==> src/rtl/player_pkg.sv <==
// Player-object shared types: FSM states, move direction, collision tile
// codes and the tile-blocking helper.
package player_pkg;
  typedef enum logic [1:0] {IDLE, LOOKUP, WAIT} state_e;
  typedef enum logic {DIR_LEFT = 1'b0, DIR_RIGHT = 1'b1} dir_e;

  localparam logic [3:0] WALL_CODE = 4'h0;
  localparam logic [3:0] DOOR_CODE = 4'h4;

  function automatic logic tile_blocks(input logic [3:0] pix, input logic door_open);
    return (pix == WALL_CODE) || ((pix == DOOR_CODE) && !door_open);
  endfunction
endpackage

==> src/rtl/vga_pkg.sv <==
// Shared VGA/game-layer definitions.
// Holds the decoded keyboard codes consumed by the game-layer controllers.
package vga_pkg;
  localparam logic [3:0] key_A = 4'hA;  // move left
  localparam logic [3:0] key_D = 4'hD;  // move right
endpackage

==> src/rtl/tick_timer.sv <==
// Loadable down-counter used to pace game objects.
// Ports:
//   clk, rst - clock, asynchronous active-high reset
//   load     - load len into the counter
//   len      - number of cycles to count (>=1)
//   done     - high on the last counted cycle; the counter reaches 0 after it
module tick_timer #(
  parameter int W = 19
) (
  input  logic         clk,
  input  logic         rst,
  input  logic         load,
  input  logic [W-1:0] len,
  output logic         done
);
  logic [W-1:0] cnt_q;

  always_ff @(posedge clk or posedge rst) begin
    if (rst)                cnt_q <= '0;
    else if (load)          cnt_q <= len;
    else if (cnt_q != '0)   cnt_q <= cnt_q - W'(1);
  end

  assign done = (cnt_q == W'(1));
endmodule

==> src/rtl/player_motion_ctrl.sv <==
// Horizontal player motion controller.
// Turns key codes into tick-paced moves of the player sprite, checking the
// collision map at the target position before committing each move.
// Ports:
//   clk, rst     - clock, asynchronous active-high reset
//   key          - decoded key code (key_A left, key_D right)
//   ypos         - player y in pixels, sampled when a move starts
//   door_open    - door tiles are passable when 1
//   map_pixel    - tile code, valid MAP_LAT cycles after map_adr
//   map_adr      - collision-map address {y cell, x cell}
//   player_xpos  - player x in pixels
//   direction    - 1 facing right, 0 facing left
//   busy         - high outside IDLE
//   blocked      - one-cycle pulse on a rejected move
//   running      - run mode active (only with PLAYER_RUN_EN defined)
// Optional feature macro: PLAYER_RUN_EN (run mode shortens WAIT).
module player_motion_ctrl
  import vga_pkg::*;
  import player_pkg::*;
#(
  parameter int X_W         = 11,
  parameter int Y_W         = 10,
  parameter int STEP        = 1,
  parameter int X_MAX       = 2000,
  parameter int TICK_CYCLES = 500000,
  parameter int MAP_LAT     = 1,
  parameter int MAP_SHIFT   = 2,
  parameter int MAP_X_BITS  = 9,
  parameter int ADR_W       = 16,
  parameter int RUN_AFTER   = 8
) (
  input  logic             clk,
  input  logic             rst,
  input  logic [3:0]       key,
  input  logic [Y_W-1:0]   ypos,
  input  logic             door_open,
  input  logic [3:0]       map_pixel,
  output logic [ADR_W-1:0] map_adr,
  output logic [X_W-1:0]   player_xpos,
  output logic             direction,
  output logic             busy,
  output logic             blocked
`ifdef PLAYER_RUN_EN
  , output logic           running
`endif
);
  localparam int XW1 = X_W + 1;
  localparam int TW  = $clog2(TICK_CYCLES + 1);
  localparam int LW  = $clog2(MAP_LAT + 1);
  localparam logic [X_W-1:0]   STEP_X   = X_W'(STEP);
  localparam logic [X_W:0]     STEP_W   = XW1'(STEP);
  localparam logic [X_W:0]     XMAX_W   = XW1'(X_MAX);
  localparam logic [X_W-1:0]   XMAX_X   = X_W'(X_MAX);
  localparam logic [LW-1:0]    LAT_LAST = LW'(MAP_LAT - 1);
  localparam logic [TW-1:0]    TICK_LEN = TW'(TICK_CYCLES);
  localparam logic [ADR_W-1:0] XMASK    = ADR_W'((64'd1 << MAP_X_BITS) - 64'd1);

  state_e           state_q, state_d;
  dir_e             dir_q, dir_d, req_q, req_d, req_new;
  logic [X_W-1:0]   xpos_q, xpos_d, tgt_q, tgt_d, tgt_new, tgt_r, tgt_l;
  logic [X_W:0]     sum_r;
  logic [ADR_W-1:0] adr_q, adr_d, adr_new;
  logic [LW-1:0]    lat_q, lat_d;
  logic             blk_q, blk_d, busy_q, busy_d;
  logic             move_key, move_ok, load;
  logic [TW-1:0]    wait_len;
  logic             done;

`ifdef PLAYER_RUN_EN
  localparam int RW    = $clog2(RUN_AFTER + 1);
  localparam int SHORT = ((TICK_CYCLES >> 1) < 1) ? 1 : (TICK_CYCLES >> 1);
  localparam logic [RW-1:0] RUN_SAT   = RW'(RUN_AFTER);
  localparam logic [TW-1:0] SHORT_LEN = TW'(SHORT);
  logic [RW-1:0] run_q, run_d;
  logic          running_q, running_d;
`endif

  // Target clamped to [0, X_MAX]; the extra sum bit catches overflow past X_MAX.
  assign sum_r    = {1'b0, xpos_q} + STEP_W;
  assign tgt_r    = (sum_r > XMAX_W) ? XMAX_X : sum_r[X_W-1:0];
  assign tgt_l    = (xpos_q < STEP_X) ? '0 : xpos_q - STEP_X;
  assign move_key = (key == key_A) || (key == key_D);
  assign req_new  = (key == key_D) ? DIR_RIGHT : DIR_LEFT;
  assign tgt_new  = (req_new == DIR_RIGHT) ? tgt_r : tgt_l;
  assign adr_new  = (ADR_W'(ypos >> MAP_SHIFT) << MAP_X_BITS)
                  | (ADR_W'(tgt_new >> MAP_SHIFT) & XMASK);

  // Reversals may leave a wall tile, but never pass a bound (tgt == xpos).
  assign move_ok  = (tgt_q != xpos_q) &&
                    ((req_q != dir_q) || !tile_blocks(map_pixel, door_open));

  always_comb begin
    state_d  = state_q;
    xpos_d   = xpos_q;
    dir_d    = dir_q;
    req_d    = req_q;
    tgt_d    = tgt_q;
    adr_d    = adr_q;
    lat_d    = lat_q;
    blk_d    = 1'b0;
    load     = 1'b0;
    wait_len = TICK_LEN;
`ifdef PLAYER_RUN_EN
    run_d    = run_q;
`endif
    unique case (state_q)
      IDLE: begin
        if (move_key) begin
          req_d   = req_new;
          tgt_d   = tgt_new;
          adr_d   = adr_new;
          lat_d   = '0;
          state_d = LOOKUP;
        end
`ifdef PLAYER_RUN_EN
        else run_d = '0;
`endif
      end
      LOOKUP: begin
        if (lat_q == LAT_LAST) begin
          dir_d = req_q;
          if (move_ok) xpos_d = tgt_q;
          else         blk_d  = 1'b1;
`ifdef PLAYER_RUN_EN
          if (move_ok && (req_q == dir_q))
            run_d = (run_q == RUN_SAT) ? run_q : run_q + RW'(1);
          else
            run_d = '0;
          if (run_d >= RUN_SAT) wait_len = SHORT_LEN;
`endif
          load    = 1'b1;
          lat_d   = '0;
          state_d = WAIT;
        end else begin
          lat_d = lat_q + LW'(1);
        end
      end
      WAIT:    if (done) state_d = IDLE;
      default: state_d = IDLE;
    endcase
    busy_d = (state_d != IDLE);
`ifdef PLAYER_RUN_EN
    running_d = (run_d >= RUN_SAT);
`endif
  end

  always_ff @(posedge clk or posedge rst) begin
    if (rst) begin
      state_q <= IDLE;
      xpos_q  <= '0;
      dir_q   <= DIR_RIGHT;
      req_q   <= DIR_RIGHT;
      tgt_q   <= '0;
      adr_q   <= '0;
      lat_q   <= '0;
      blk_q   <= 1'b0;
      busy_q  <= 1'b0;
    end else begin
      state_q <= state_d;
      xpos_q  <= xpos_d;
      dir_q   <= dir_d;
      req_q   <= req_d;
      tgt_q   <= tgt_d;
      adr_q   <= adr_d;
      lat_q   <= lat_d;
      blk_q   <= blk_d;
      busy_q  <= busy_d;
    end
  end

`ifdef PLAYER_RUN_EN
  always_ff @(posedge clk or posedge rst) begin
    if (rst) begin
      run_q     <= '0;
      running_q <= 1'b0;
    end else begin
      run_q     <= run_d;
      running_q <= running_d;
    end
  end
  assign running = running_q;
`endif

  tick_timer #(.W(TW)) u_tick (
    .clk  (clk),
    .rst  (rst),
    .load (load),
    .len  (wait_len),
    .done (done)
  );

  assign map_adr     = adr_q;
  assign player_xpos = xpos_q;
  assign direction   = dir_q;
  assign busy        = busy_q;
  assign blocked     = blk_q;
endmodule

==> config.mk <==
export PLATFORM = sky130hd
export DESIGN_NAME = player_motion_ctrl
export DESIGN_NICKNAME = d
export VERILOG_FILES = /design/src/rtl/player_pkg.sv /design/src/rtl/vga_pkg.sv /design/src/rtl/tick_timer.sv /design/src/rtl/player_motion_ctrl.sv
export SDC_FILE = /design/constraint.sdc
export NUM_CORES = 1
export LEC_CHECK = 0
export BUFFER_PORTS_ARGS = -buffer_cell sky130_fd_sc_hd__buf_2
export CORE_UTILIZATION = 55
export DETAILED_ROUTE_END_ITERATION = 10
export PLACE_DENSITY = 0.75
export SETUP_SLACK_MARGIN = 0.15
export SLEW_MARGIN = 20
export SYNTH_ARGS = -nofsm -noshare
export SYNTH_HDL_FRONTEND = slang
export SYNTH_HIERARCHICAL = 1
export SYNTH_SLANG_ARGS = --single-unit
==> constraint.sdc <==
create_clock -name clk -period 4.4 [get_ports clk]
set_input_delay 0.22 -clock clk [delete_from_list [all_inputs] [get_ports clk]]
set_output_delay 0.22 -clock clk [all_outputs]
set_load 0.005 [all_outputs]
==> metrics.cfg <==
[routing]
highest_layer=met4
wl_per_cell_um=15.5
drt_iter0_drc=262
drt-met1-wl_um=3630
drcViolationCount=0
met2_length_um=3580
wl_met3_um=486
antenna_left=0
totalWireLength_um=7780
vias=2982
dr.pass1.iters=4
viasPerCell=5.93

[worst_hold_path]
min_from=ypos[8]
hold_depth=3
hold_path_class=in -> reg
min_to=map_adr[15]$_DFFE_PP0P_

[flow_run]
max_cap_viol_count=0

[cells_and_area]
drive_gt1_share_pct=21.3
layout.nets=452
synthToLayoutAreaGrowth_pct=8.40
fillers=535
diodes=0
instances_no_fill=503

[synthesis]
synthMuxAreaShare_pct=4.14
ys.flop_type=dfrtp_1
synth_compound_area_share_pct=17.0
yosysWarnings=6
avgSynthCellArea_um2=9.10
yosysSeqAreaShare_pct=38.7
synth_top_family_by_area=simple AND/OR/NAND/NOR gates
yosysUniqueCellTypes=69
async_reset_ff_share_pct=100
synth_edf_count=0
synthAdderAreaFrac_pct=1.43
synth-simple-area-share_pct=24.0
synthCells=385
synth_area_um2=3500
ys_ff_latch=54
synth_xor_area_share_pct=6.00

[global_routing]
grt_pass1_wl_um=12700
grt-ovfl-total=0
antenna_found_initial=0
grtUsageTotal_pct=24.8
grt_pass1_vias=2621
grt_max_degree=36

[floorplanning]
fp.dieW_um=81.8
dieArea_um2=6690
io_pins=51
die_y_um=81.8
start_util_pct=58.1
fp-row-count=28
core_um2=6030

[clock_tree]
cts.sinks=54
cts_made_buffers=5
ctsLongestPathBuffers=2
insertion_delay_ns=0.32
cts_tree=yes
cts_resized=0
clkTransAtPathRegs_ns=0.11
cts-root-buf=clkbuf_8
holdBufCountCts=1
cts_setup_buffers=0
htreeDepth=2

[timing]
finalCriticalPeriod_ns=2.53
finalHoldViolations=0
finalSetupViolations=0
worst_pin_slew_ns=0.784
max_freq_mhz=395
rsz0062_at_grt=false
maxSlewViolCount=0
post-route-period-util_pct=57.6
finalClockSkew_ns=0.0121
max_slew_margin_pct=47.5
finalSetupTns_ns=0

[worst_setup_path]
reg2regPathDepth=5
slowest_stage=dfrtp_1
crit_start=player_xpos[5]$_DFFE_PP0P_
cp.arrival_ns=2.74
timing.rr.start=player_xpos[5]$_DFFE_PP0P_
cp-end-kind=flip-flop
required_ns=4.60
crit_type=reg -> reg
reg2reg_to=player_xpos[0]$_DFFE_PP0P_
reg2reg_slack_ns=1.87
start_kind=flip-flop
worstPathCellList=xnor2_1 -> nand3_1 -> nor3_1 -> a311o_1 -> mux2_2
slowest_delay_ns=0.76
worstPathMaxFanout=17

[pwr]
ir_worst_vdd_mv=0.337
p_per_area_nw_per_um2=628
power.total_mw=2.38
p_leak_nw=1.66

[placed_design]
post-place-cells=494
hpwl_um=5480
gp_congestion=0.874
port_buffers=47

[status]
status=finished, final reports clean

[flip-flops by register name, indices dropped and copies added (netlist names)]
name	flops
busy	1
u_tick/cnt_q	19
tgt_q	10
map_adr	8
player_xpos	11
blocked	1
req_q	1
state_q	2
direction	1
[layout by cell type (no fill, tap or decap), drive strengths merged, types with 10 or more instances in the layout]
| master | instances |
|---|---|
| o21ai | 15 |
| xnor2 | 15 |
| buf | 52 |
| dfrtp | 52 |
| nand2 | 52 |
| conb | 19 |
| a31oi | 11 |
| nor3 | 13 |
| a21oi | 14 |
| inv | 16 |
| nand3 | 13 |
| nor2 | 24 |
| mux2 | 12 |
| o31ai | 10 |
[Yosys cell counts (2+ instances only)]
library cell,number,share of area [%]
a211o_1,3,0.75
a21o_1,3,0.64
a21o_2,2,0.50
a21oi_1,14,2.0
a22oi_1,2,0.43
a2bb2oi_1,6,1.5
a31oi_1,11,2.0
and2_1,2,0.36
and3_1,2,0.36
buf_2,8,1.1
buf_4,15,3.2
buf_6,4,1.3
clkbuf_1,7,0.75
conb_1,2,0.21
dfrtp_1,52,37
dfstp_2,2,1.5
ha_1,4,1.4
inv_1,15,1.6
mux2_2,12,3.9
nand2_1,52,5.6
nand2b_1,4,0.71
nand3_1,13,1.9
nand4_1,9,1.6
nand4b_1,2,0.50
nor2_1,24,2.6
nor3_1,13,1.9
nor3b_1,3,0.64
nor4_1,6,1.1
o211ai_1,2,0.43
o21ai_0,15,2.1
o31ai_1,10,2.1
o41ai_1,2,0.50
or2_2,2,0.36
or3_1,3,0.54
or4_1,2,0.43
or4_4,2,0.64
xnor2_1,15,3.8
xor2_1,9,2.3
[metrics by stage]
stage	setup slack [ns]	utilization (%)	hold slack, ns	instance area [µm²]
after floorplan	2.37	-	0.171	3570
after global placement	1.99	61.2	0.273	3690
after detailed placement	1.93	61.2	0.277	3690
after CTS	1.88	63.0	0.0783	3800
after global routing	1.76	63.0	0.0903	3800
final	1.87	63.0	0.0859	3800
[power breakdown]
part	internal (mW)	switching (mW)
combinational	0.524	0.481
sequential	0.720	0.358
clock	0.118	0.183
total	1.36	1.02
[final cells by class]
cell class,instances,area (µm²),area share [%]
multi-input combinational,298,1910,50.4
inverter,15,56.3,1.48
clock inverter,3,28.8,0.758
tap,75,93.8,2.47
clock buffer,5,68.8,1.81
timing repair buffer,53,283,7.45
sequential,54,1350,35.7
[routing by layer]
metal / vias up / track usage [%]
met1: 1432 / 35.5
li1: 1446 / -
met3: 11 / 4.00
met4: 0 / 7.02
met2: 93 / 38.4
met5: - / 0
[worst max-delay path by stage]
stage / endpoint / slack (ns) / depth (start not counted)
after floorplan: u_tick/cnt_q[11]$_DFFE_PP0P_ / 2.37 / 7
after global placement: player_xpos[1]$_DFFE_PP0P_ / 1.99 / 5
after detailed placement: player_xpos[8]$_DFFE_PP0P_ / 1.93 / 5
after CTS: player_xpos[0]$_DFFE_PP0P_ / 1.88 / 5
after global routing: player_xpos[2]$_DFFE_PP0P_ / 1.76 / 5
final: player_xpos[0]$_DFFE_PP0P_ / 1.87 / 5
[critical path: cells and delay by family (launching register included)]
kind,cells,cell delay [ns]
AOI/OAI and AO/OA,1,0.63
and+or+nand+nor,2,0.43
muxes,1,0.41
DFF,1,0.76
xor gates and xnor gates,1,0.19
[cell families after synthesis]
kind of cell             Yosys count
AO/OA/AOI/OAI                     84
XOR/XNOR                          24
adder cells (fa/ha/maj)            4
buffers and inverters             50
flip-flops                        54
multiplexers                      13
other                              2
AND/OR/NAND/NOR                  154
Note: power is estimated with default switching activity, not from simulation.
